**src/rtl/mem_bus_target.sv**
```systemverilog
// Single-port 2**ADDR_W x DATA_W bus target with programmable wait states, ready handshake and side preload port.
// Optional even-parity protection per word is enabled by defining PARITY_CHECK_EN.
module mem_bus_target #(
    parameter int ADDR_W      = 5,
    parameter int DATA_W      = 8,
    parameter int WAIT_CYCLES = 2
) (
    input  logic              clk,
    input  logic              rst,
    input  logic [ADDR_W-1:0] addr,
    input  logic              rd,
    input  logic              wr,
    input  logic [DATA_W-1:0] data_in,
    output logic [DATA_W-1:0] data_out,
    output logic              ready,
    output logic              busy,
    output logic              req_err,
    input  logic              load_en,
    input  logic [ADDR_W-1:0] load_addr,
    input  logic [DATA_W-1:0] load_data,
    output logic              load_drop,
    output logic              par_err
`ifdef PARITY_CHECK_EN
    ,
    input  logic              parity_inject
`endif
);

    localparam int         DEPTH     = 2 ** ADDR_W;
    localparam logic [3:0] WAIT_INIT = (WAIT_CYCLES == 0) ? 4'd0 : 4'(WAIT_CYCLES - 1);

    typedef enum logic [1:0] {S_IDLE, S_WAIT, S_RESP} state_t;

    state_t            state;
    logic [3:0]        cnt;
    logic [ADDR_W-1:0] lat_addr;
    logic [DATA_W-1:0] lat_data;
    logic              lat_write;
    logic [DATA_W-1:0] mem [DEPTH];

    logic              in_idle;
    logic              accept;
    logic              complete;
    logic              preload;
    logic              acc_write;
    logic [ADDR_W-1:0] acc_addr;
    logic [DATA_W-1:0] acc_data;

    // With zero wait states the access completes on the accepting edge, so it uses the live bus inputs.
    always_comb begin
        in_idle   = (state == S_IDLE);
        accept    = in_idle && (rd ^ wr);
        complete  = (accept && (WAIT_CYCLES == 0)) || ((state == S_WAIT) && (cnt == 4'd0));
        preload   = in_idle && load_en && !rd && !wr;
        acc_write = in_idle ? wr      : lat_write;
        acc_addr  = in_idle ? addr    : lat_addr;
        acc_data  = in_idle ? data_in : lat_data;
    end

    always_ff @(posedge clk) begin
        if (rst) begin
            state     <= S_IDLE;
            cnt       <= '0;
            lat_addr  <= '0;
            lat_data  <= '0;
            lat_write <= 1'b0;
            data_out  <= '0;
            ready     <= 1'b0;
            busy      <= 1'b0;
            req_err   <= 1'b0;
            load_drop <= 1'b0;
            // NOTE: the storage array must read back as zero after reset, so it is reset word by word
            // like ordinary flops; this rules out mapping it onto a RAM macro.
            for (int i = 0; i < DEPTH; i++) mem[i] <= '0;
        end else begin
            ready     <= complete;
            req_err   <= in_idle && rd && wr;
            load_drop <= load_en && !preload;

            if (preload) mem[load_addr] <= load_data;
            if (complete) begin
                if (acc_write) mem[acc_addr] <= acc_data;
                else           data_out      <= mem[acc_addr];
            end

            case (state)
                S_IDLE: begin
                    if (accept) begin
                        lat_addr  <= addr;
                        lat_data  <= data_in;
                        lat_write <= wr;
                        busy      <= 1'b1;
                        if (WAIT_CYCLES == 0) begin
                            state <= S_RESP;
                        end else begin
                            state <= S_WAIT;
                            cnt   <= WAIT_INIT;
                        end
                    end
                end
                S_WAIT: begin
                    if (cnt == 4'd0) state <= S_RESP;
                    else             cnt   <= cnt - 4'd1;
                end
                S_RESP: begin
                    state <= S_IDLE;
                    busy  <= 1'b0;
                end
                default: begin
                    state <= S_IDLE;
                    busy  <= 1'b0;
                end
            endcase
        end
    end

`ifdef PARITY_CHECK_EN
    logic par_mem [DEPTH];
    logic lat_inject;
    logic acc_inject;

    assign acc_inject = in_idle ? parity_inject : lat_inject;

    // Parity of an all-zero word is 0, so clearing the parity bits keeps reset state consistent.
    always_ff @(posedge clk) begin
        if (rst) begin
            lat_inject <= 1'b0;
            par_err    <= 1'b0;
            for (int i = 0; i < DEPTH; i++) par_mem[i] <= 1'b0;
        end else begin
            par_err <= 1'b0;
            if (accept)  lat_inject         <= parity_inject;
            if (preload) par_mem[load_addr] <= ^load_data;
            if (complete) begin
                if (acc_write) par_mem[acc_addr] <= (^acc_data) ^ acc_inject;
                else           par_err           <= (^mem[acc_addr]) != par_mem[acc_addr];
            end
        end
    end
`else
    assign par_err = 1'b0;
`endif

endmodule

```
**config.mk**
```make
export PLATFORM = sky130hd
export DESIGN_NAME = mem_bus_target
export DESIGN_NICKNAME = d
export VERILOG_FILES = /design/src/rtl/mem_bus_target.sv
export SDC_FILE = /design/constraint.sdc
export NUM_CORES = 1
export LEC_CHECK = 0
export BUFFER_PORTS_ARGS = -buffer_cell sky130_fd_sc_hd__buf_4
export CELL_PAD_IN_SITES_DETAIL_PLACEMENT = 0
export CELL_PAD_IN_SITES_GLOBAL_PLACEMENT = 2
export CORE_MARGIN = 2
export CORE_UTILIZATION = 40
export CTS_CLUSTER_SIZE = 10
export DETAILED_ROUTE_END_ITERATION = 10
export GPL_TIMING_DRIVEN = 0
export PLACE_DENSITY = 0.88
export SETUP_SLACK_MARGIN = 0.05
export SYNTH_ARGS = -nofsm -noshare
export SYNTH_HDL_FRONTEND = slang
export SYNTH_SLANG_ARGS = --single-unit
```
**constraint.sdc**
```tcl
create_clock -name clk -period 3 [get_ports clk]
set_input_delay 0.45 -clock clk [delete_from_list [all_inputs] [get_ports clk]]
set_output_delay 0.45 -clock clk [all_outputs]
set_load 0.03 [all_outputs]
```
==> results of run 1 <==
state kept, by name, summed over array words and instances, names as in the netlist:
signal,count
busy,1
cnt,4
data_out,8
lat_addr,5
lat_data,8
lat_write,1
load_drop,1
mem,256
ready,1
req_err,1
state,2
stage by stage:
stage               setup TNS (ps)  hold slack (ps)
finish                           0              202
global placement           -198420              443
floorplan                        0              437
CTS                              0              192
detailed placement         -199290              447
global route                 -1470              202
layer usage:
layer	GRT usage, %	vias to the layer above
met3	3.63	75
met1	33.2	5011
met4	8.62	0
li1	-	4661
met5	0	-
met2	36.8	448
repair_timing:
item                                    4_1_cts  5_1_grt
pin swaps                                     1        1
gates resized for setup                      88       54
endpoints found under the setup margin      506      452
setup buffers                                 1        1
synth_stat cells (all sizes together), types with 6 or more instances:
| cell | n |
|---|---|
| o32ai | 8 |
| o21ai | 10 |
| nand2 | 146 |
| a31oi | 6 |
| a2111oi | 17 |
| edfxtp | 256 |
| a21oi | 61 |
| nor2 | 297 |
| o22ai | 17 |
| o31ai | 10 |
| clkbuf | 32 |
| mux2i | 76 |
| dfxtp | 32 |
| nor4 | 20 |
| mux4 | 8 |
| a211oi | 42 |
| nand3 | 13 |
| buf | 57 |
| and3 | 48 |
| nor3 | 14 |
| inv | 7 |
| a21boi | 8 |
critical path, cell delays in order (launching register included):
cell	delay, ps
dfxtp_1	340
buf_4	180
o21a_1	240
o2111ai_2	470
clkbuf_2	400
a21oi_1	100
a21oi_2	450
buf_2	430
nor2_1	90
path summary, 6_finish.rpt:
path	slack, ps	startpoint	to
max	30	state[0]$_SDFFE_PP0P_	mem[6][5]$_SDFFCE_PN0P_
min	200	data_in[1]	lat_data[1]$_SDFFE_PP0P_
max reg2reg	30	state[0]$_SDFFE_PP0P_	mem[6][5]$_SDFFCE_PN0P_
min reg2reg	450	lat_data[7]$_SDFFE_PP0P_	lat_data[7]$_SDFFE_PP0P_
logic make-up after synthesis:
| logic type | synth area share (%) |
|---|---|
| simple gates | 18.2 |
| flops | 60.7 |
| compound gates | 9.90 |
| buf+inv | 3.76 |
| mux | 7.05 |
| xor+xnor | 0.191 |
| fa+ha+maj | 0.182 |
| other cells | 0.0273 |
layout make-up:
cell class	instances	area, um^2
fillers	3056	17600
inverters	8	30.0
plain buffers	89	505
repair buffers	41	308
clock inverters	3	43.8
well taps	448	561
multi-input cells	850	5370
clock buffers	59	976
flip-flops and latches	288	8330
diodes	1	2.50
cells in the final DEF (no fill, tap or decap), types with 16 or more instances in the layout:
master / instances
buf_2: 39
mux2i_1: 75
clkbuf_16: 35
edfxtp_1: 256
a21oi_1: 51
nand2_2: 48
a211oi_1: 40
nor2_1: 293
nand2_1: 91
o22ai_1: 16
and3_1: 48
clkbuf_1: 44
dfxtp_1: 32
buf_4: 51
power breakdown:
group | switching, mW | internal [mW] | total [mW]
Clock | 1.56 | 2.29 | 3.85
Sequential | 0.0793 | 4.52 | 4.60
Combinational | 1.12 | 0.523 | 1.64
Total | 2.76 | 7.34 | 10.1
==> results.txt, run 1 <==
Clock sink count: 288
Sequential-to-total area share from yosys stat: 60.7%
Initial core utilization: 40.7%
Crit path arrival time: 3200 ps
Post-DP HPWL: 30.2 mm
Leading area contributor after synthesis: edfxtp_1
Total track usage: 23.5%
First DRT Iteration DRCs: 1028
Final setup viols: 0
Met1 WL: 18.1 mm
Max_slew headroom: 9.36%
Skew final: 17.8 ps
Top-Level Pins: 44
Max Cap Viol: 0
#FFs+latches synth: 288
Synth top area share: 56.0%
PortBufs: 39
Syn Inst Count: 1235
Leakage power: 5.85 nW
Die W: 189 um
H-Tree Depth: 2
Dpl cell area: 14600 um^2
Syn nets: 1268
Worst min path class: in -> reg
Worst EP required: 3230 ps
Final Cell Area: 16100 um^2
R2R depth: 8
Crit-path max FO: 10
Setup ws final: 33.5 ps
Mapped Avg Cell Area: 11.1 um^2
Placed cell count: 1722
Via count: 10200
Met2 wire len: 19.4 mm
Routed wire length: 42.1 mm
Clk buf depth: 3
Global route overflow: 0
Highest Clock Rate: 337 MHz
Hold-fix buffers at CTS: 0
Vias in the first global route: 9896
CTS buffer count: 35
Final hold viol count: 0
Clock Pin Slew Worst Setup and Hold Paths: 50 ps
Vias per cell: 5.71
Final Util: 47.9%
Largest net degree at the start of global routing: 12
EDFF count, synth: 256
RSZ-0062 raised after global routing: yes
Core footprint: 33700 um^2
Core Rows: 67
TritonRoute pass-1 iters: 5
Synth-to-Final Area Change: 17.5%
Cell variety after synth: 67
Fin cells: 1787
Tot Pwr: 10.1 mW
Main flop type after synthesis: edfxtp_1
Die area: 35800 um^2
PwrDens: 626 nW/um^2
First-pass GRT wire length: 62.2 mm
Final net count: 1346
Met3 wire length: 3.33 mm
Kind of end point of the critical path: flip-flop
Post-synth ARST share: 0%
Critical path launch point type: flip-flop
Status: finished, final reports clean
Gpl congestion: 0.902
Fin. max-slew vios: 0
Synth top area cells: edfxtp_1 56%, nor2_1 8.1%, mux2i_1 5.5%
Period minus WS final: 2970 ps
Worst Setup Path Type: reg -> reg
Worst hold path cell count: 3
CTS tree: done
Worst-skew pair later-pin latency: 510 ps
Yosys warning total: 0
Die Y: 189 um
Avg WL per Cell: 23.6 um
Netlist Area Pre-Place: 13700 um^2
Maximum VDD drop: 0.000331 V
Top routing layer in use: met4
Drt drc: 0
Final Cycle Share: 98.9%
Layout cell share with drive strength beyond 1: 20.6%
Root buffer cell: clkbuf_16
Worst-Margin Slew: 1360 ps
Initial antenna violation count: 0
Antenna-violating nets left: 0
Worst slack at placement: -554 ps
(Power assumes the default switching activity.)
==> run 2: changes to the inputs <==
PLACE_DENSITY = not set   (was 0.88)
PLACE_DENSITY_LB_ADDON = 0.1   (was not set)
==> run 2 against run 1 <==
Sequential power about the same. Critical path depth up 2. Sequential cell count unchanged. First-iteration DRC count down 22%. Final cell count about the same. Clock skew up 1.8 ps. Die area unchanged. Maximum frequency up 2.2%. Global-route usage up 2.4 points. Via count up 0.79%. Clock power up 5%. Critical endpoint is now data_out[3]$_SDFFE_PP0P_. Highest routed layer unchanged.
==> results.txt, run 2 (same netlist as run 1, synthesis figures left out) <==
R2R depth: 10
Fin. max-slew vios: 0
Highest-count cells in the layout ignoring fill and taps: 290 x nor2_1, 256 x edfxtp_1, 87 x nand2_1
Layout cell share with drive strength beyond 1: 24.6%
Sequential power share: 44.0%
Worst min path class: in -> reg
PortBufs: 39
Period minus WS final: 2900 ps
Drt drc: 0
Max_slew headroom: 4.08%
Initial core utilization: 40.7%
Sw Pwr: 2.92 mW
Worst Setup Path Type: reg -> reg
Gpl congestion: 0.839
Leakage power: 6.03 nW
Biggest register: mem
Synth-to-Final Area Change: 21.2%
Setup ws final: 98.3 ps
Worst Hold Launch: data_in[0]
CTS tree: done
Fillers: 3099
Tot Pwr: 10.5 mW
Sw Ratio: 27.9%
Maximum VDD drop: 0.000339 V
Slowest cell on crit path: or3b_4
Crit path largest cell delay: 500 ps
Reg-to-reg endpoint: data_out[3]$_SDFFE_PP0P_
Core footprint: 33700 um^2
Inserted Diodes: 0
Top flop regs: mem x256, data_out x8, lat_data x8
Hold-fix buffers at CTS: 0
Via count: 10300
Max Cap Viol: 0
Post-DP HPWL: 32.3 mm
Top-Level Pins: 44
Flop2flop setup slack: 100 ps
Initial antenna violation count: 0
Worst slack at placement: -889 ps
Crit-path max FO: 10
Routed wire length: 45.9 mm
Fin Setup TNS: 0 ps
Min Hold Slack: 180 ps
Die W: 189 um
CP Cell Sequence: buf_6 -> or3b_4 -> nand2_8 -> buf_12 -> buf_6 -> mux2i_2 -> o22ai_1 -> a2111oi_1 -> buf_2 -> a2111oi_1
Die Y: 189 um
Vias in the first global route: 9878
Number of flip-flops in the largest register: 256
Final hold viol count: 0
Die area: 35800 um^2
First-pass GRT wire length: 66.9 mm
Footprint of the multi-input gates: 5720 um^2
Core Rows: 67
Root buffer cell: clkbuf_16
Reg-to-Reg Start: state[1]$_SDFFE_PP0P_
H-Tree Depth: 2
First DRT Iteration DRCs: 806
Antenna-violating nets left: 0
Clk buf depth: 3
Status: finished, final reports clean
Worst-skew pair later-pin latency: 530 ps
Gate power share: 17.2%
Worst EP required: 3370 ps
Final net count: 1357
Largest net degree at the start of global routing: 12
Highest Clock Rate: 345 MHz
Vias per cell: 5.75
Total track usage: 25.9%
Critical path launch point type: flip-flop
CTS buffer count: 36
Worst hold path cell count: 3
Clock Pin Slew Worst Setup and Hold Paths: 60 ps
Clock network power share: 38.7%
Final Cycle Share: 96.7%
Kind of end point of the critical path: flip-flop
TritonRoute pass-1 iters: 5
Skew final: 19.6 ps
End of the worst hold path: lat_data[0]$_SDFFE_PP0P_
Avg WL per Cell: 25.7 um
Global route overflow: 0
Most common cell after layout, fill and taps aside: nor2_1
Crit path arrival time: 3270 ps
Reg area: 8330 um^2
Final setup viols: 0
Cell-internal power: 7.54 mW
RSZ-0062 raised after global routing: yes
PwrDens: 628 nW/um^2
Worst-Margin Slew: 1440 ps
Clock sink count: 288
## run 2: power groups by stage
stage	registers, mW	logic, mW	clock network, mW
2_1_floorplan	4.68	0.948	0
3_3_place_gp	4.67	1.58	0
3_5_place_dp	4.67	1.58	0
4_1_cts	4.60	1.70	4.08
5_1_grt	4.62	1.91	4.25
6_report	4.60	1.80	4.05
## run 2: worst max path at each step
stage | cells after the start | startpoint | endpoint
2_1_floorplan | 9 | cnt[0]$_SDFFE_PP0P_ | mem[25][0]$_SDFFCE_PN0P_
4_1_cts | 8 | state[1]$_SDFFE_PP0P_ | mem[22][4]$_SDFFCE_PN0P_
3_3_place_gp | 9 | addr[0] | data_out[5]$_SDFFE_PP0P_
3_5_place_dp | 9 | cnt[0]$_SDFFE_PP0P_ | mem[29][1]$_SDFFCE_PN0P_
5_1_grt | 10 | state[1]$_SDFFE_PP0P_ | data_out[7]$_SDFFE_PP0P_
6_report | 10 | state[1]$_SDFFE_PP0P_ | data_out[3]$_SDFFE_PP0P_
## run 2: through the flow
stage | cells | instance area [um^2] | utilization (%)
6_report | 1788 | 16600 | 49.4
5_1_grt | 1788 | 16600 | 49.4
4_1_cts | 1784 | 16300 | 48.3
3_3_place_gp | 1722 | 14600 | 43.3
3_5_place_dp | 1728 | 14600 | 43.5
2_1_floorplan | 1235 | 13700 | -
## run 2: routing by layer
metal	up-vias	GRT usage, %	wire length [um]
met4	0	6.08	1120
met3	73	3.24	3170
met5	-	0	0
met2	384	40.8	21000
met1	5137	38.3	20600
li1	4682	-	-
## run 2: timing repair
| item | in CTS | in global routing |
|---|---|---|
| pin swaps | 3 | 6 |
| gates cloned | 0 | 0 |
| resized for setup | 146 | 84 |
| setup endpoints to repair | 519 | 384 |
| buffers inserted | 3 | 4 |
## run 2: final cells by class
class,count,share of cell area (%)
Clock buffer,50,6.11
Inverter,8,0.180
Tap cell,448,3.37
Multi-Input combinational cell,850,34.4
Timing Repair Buffer,52,2.29
Sequential cell,288,50.0
Clock inverter,4,0.323
Buffer,88,3.30
## run 2: critical path, delay by kind of cell (launching register included)
family	cells	cell delay, ps
AO/OA/AOI/OAI	3	620
flip-flops	1	380
AND/OR/NAND/NOR	2	660
multiplexers	1	270
buffers and inverters	4	810
==> run 3: changes to the inputs <==
RECOVER_POWER = 50   (was not set)
==> run 3 against run 2 <==
Final cell count unchanged. Non-clock buffer count did not move. Core utilization fell by 0.24 points. Register-to-register slack worse by 80 ps. Global-route usage unchanged. Via count is 0.35% higher. Critical endpoint is now data_out[0]$_SDFFE_PP0P_. Largest power group unchanged. Highest routed layer unchanged.
==> results.txt, run 3 (same netlist as run 1, synthesis figures left out) <==
Inserted Diodes: 0
First-pass GRT wire length: 66.9 mm
Period minus WS final: 2980 ps
H-Tree Depth: 2
Skew final: 21.8 ps
Fin Setup TNS: 0 ps
Max_slew headroom: 4.52%
RSZ-0062 raised after global routing: yes
Drt drc: 0
Biggest register: mem
Crit path arrival time: 3350 ps
Layout cell share with drive strength beyond 1: 23.4%
Cell-internal power: 7.52 mW
Final hold viol count: 0
Crit path largest cell delay: 590 ps
Fin. max-slew vios: 0
Highest-count cells in the layout ignoring fill and taps: 290 x nor2_1, 256 x edfxtp_1, 89 x nand2_1
Clock network power share: 38.8%
Antenna-violating nets left: 0
Die area: 35800 um^2
Vias per cell: 5.77
Initial core utilization: 40.7%
Core footprint: 33700 um^2
Crit-path max FO: 10
First DRT Iteration DRCs: 816
Die Y: 189 um
Most common cell after layout, fill and taps aside: nor2_1
Min Hold Slack: 182 ps
Largest net degree at the start of global routing: 12
Kind of end point of the critical path: flip-flop
Worst-Margin Slew: 1430 ps
Final net count: 1357
Root buffer cell: clkbuf_16
Gpl congestion: 0.839
PwrDens: 630 nW/um^2
Worst EP required: 3360 ps
Synth-to-Final Area Change: 20.6%
CP Cell Sequence: buf_6 -> or3b_4 -> clkbuf_8 -> clkbuf_2 -> and3_1 -> o31ai_1 -> nor4_1 -> a2111oi_0 -> a2111oi_1
Via count: 10300
Fillers: 3120
Vias in the first global route: 9878
Sequential power share: 44.1%
Avg WL per Cell: 25.7 um
Global route overflow: 0
Post-DP HPWL: 32.3 mm
Clock sink count: 288
Sw Ratio: 28.0%
Clk buf depth: 3
Status: finished, final reports clean
Final setup viols: 0
Clock Pin Slew Worst Setup and Hold Paths: 60 ps
Top-Level Pins: 44
CTS buffer count: 36
Core Rows: 67
Final Cycle Share: 99.5%
Number of flip-flops in the largest register: 256
Routed wire length: 45.9 mm
Top flop regs: mem x256, data_out x8, lat_data x8
Worst Setup Path Type: reg -> reg
Maximum VDD drop: 0.000339 V
TritonRoute pass-1 iters: 5
Die W: 189 um
Highest Clock Rate: 335 MHz
Sw Pwr: 2.92 mW
Gate power share: 17.1%
Leakage power: 5.97 nW
Worst min path class: in -> reg
Worst-skew pair later-pin latency: 530 ps
Slowest cell on crit path: a2111oi_0
Max Cap Viol: 0
Flop2flop setup slack: 20 ps
CTS tree: done
Critical path launch point type: flip-flop
Total track usage: 25.9%
PortBufs: 39
Initial antenna violation count: 0
[run 3: changes by cell type in the layout (fill, tap and decap cells not counted), moves of 2 or more]
cell / previous run / this run
buf_4: 57 / 45
nand2_1: 87 / 89
nand2_4: 16 / 11
nand2_2: 42 / 45
clkbuf_2: 10 / 26
clkbuf_1: 27 / 41
buf_2: 38 / 21
[run 3: area by class of cell]
cell class              count  area, um^2  area share [%]
inverters                   8        30.0           0.181
multi-input cells         850        5690            34.4
clock inverters             4        53.8           0.325
flip-flops and latches    288        8330            50.3
repair buffers             52         333            2.01
plain buffers              88         547            3.30
clock buffers              50        1020            6.14
well taps                 448         561            3.38
[run 3: final timing paths]
| kind | startpoint | end | cells past startpoint |
|---|---|---|---|
| max | state[1]$_SDFFE_PP0P_ | data_out[0]$_SDFFE_PP0P_ | 9 |
| max reg2reg | state[1]$_SDFFE_PP0P_ | data_out[0]$_SDFFE_PP0P_ | 9 |
| min | data_in[1] | lat_data[1]$_SDFFE_PP0P_ | 3 |
| min reg2reg | lat_data[2]$_SDFFE_PP0P_ | lat_data[2]$_SDFFE_PP0P_ | 2 |
[run 3: critical path: cells and delay by family, from the launching register on]
family | cells | cell delay, ps
buffers and inverters | 3 | 600
DFF | 1 | 380
AOI/OAI and AO/OA | 3 | 1000
and+or+nand+nor | 3 | 840
[run 3: per-stage QoR]
stage | util [%] | instance area (um^2) | setup WS [ps] | total power, mW | cells
floorplan | - | 13700 | 392 | 5.63 | 1235
global placement | 43.3 | 14600 | -1200 | 6.25 | 1722
detailed placement | 43.5 | 14600 | -889 | 6.26 | 1728
CTS | 48.3 | 16300 | -15.8 | 10.4 | 1784
global route | 49.1 | 16600 | 19.2 | 10.8 | 1788
finish | 49.1 | 16600 | 15.8 | 10.4 | 1788
[run 3: layer usage]
layer  up-vias  routed length [um]  GRT usage (%)
met3        77                3070           3.24
met4         0                1180           6.08
met2       372               21000           40.8
met1      5178               20700           38.3
met5         -                   0              0
li1       4685                   -              -
[run 3: power by group through the flow]
stage          Sequential, mW  Combinational [mW]  Clock (mW)
2_1_floorplan            4.68               0.948           0
3_3_place_gp             4.67                1.58           0
3_5_place_dp             4.67                1.58           0
4_1_cts                  4.60                1.70        4.08
5_1_grt                  4.62                1.89        4.25
6_report                 4.60                1.79        4.05
[run 3: repair_timing]
item,CTS,global route
gates cloned,0,0
pin swaps,3,6
setup buffers,3,4
hold buffers,0,0
resized for setup,146,84
setup endpoints to repair,519,384
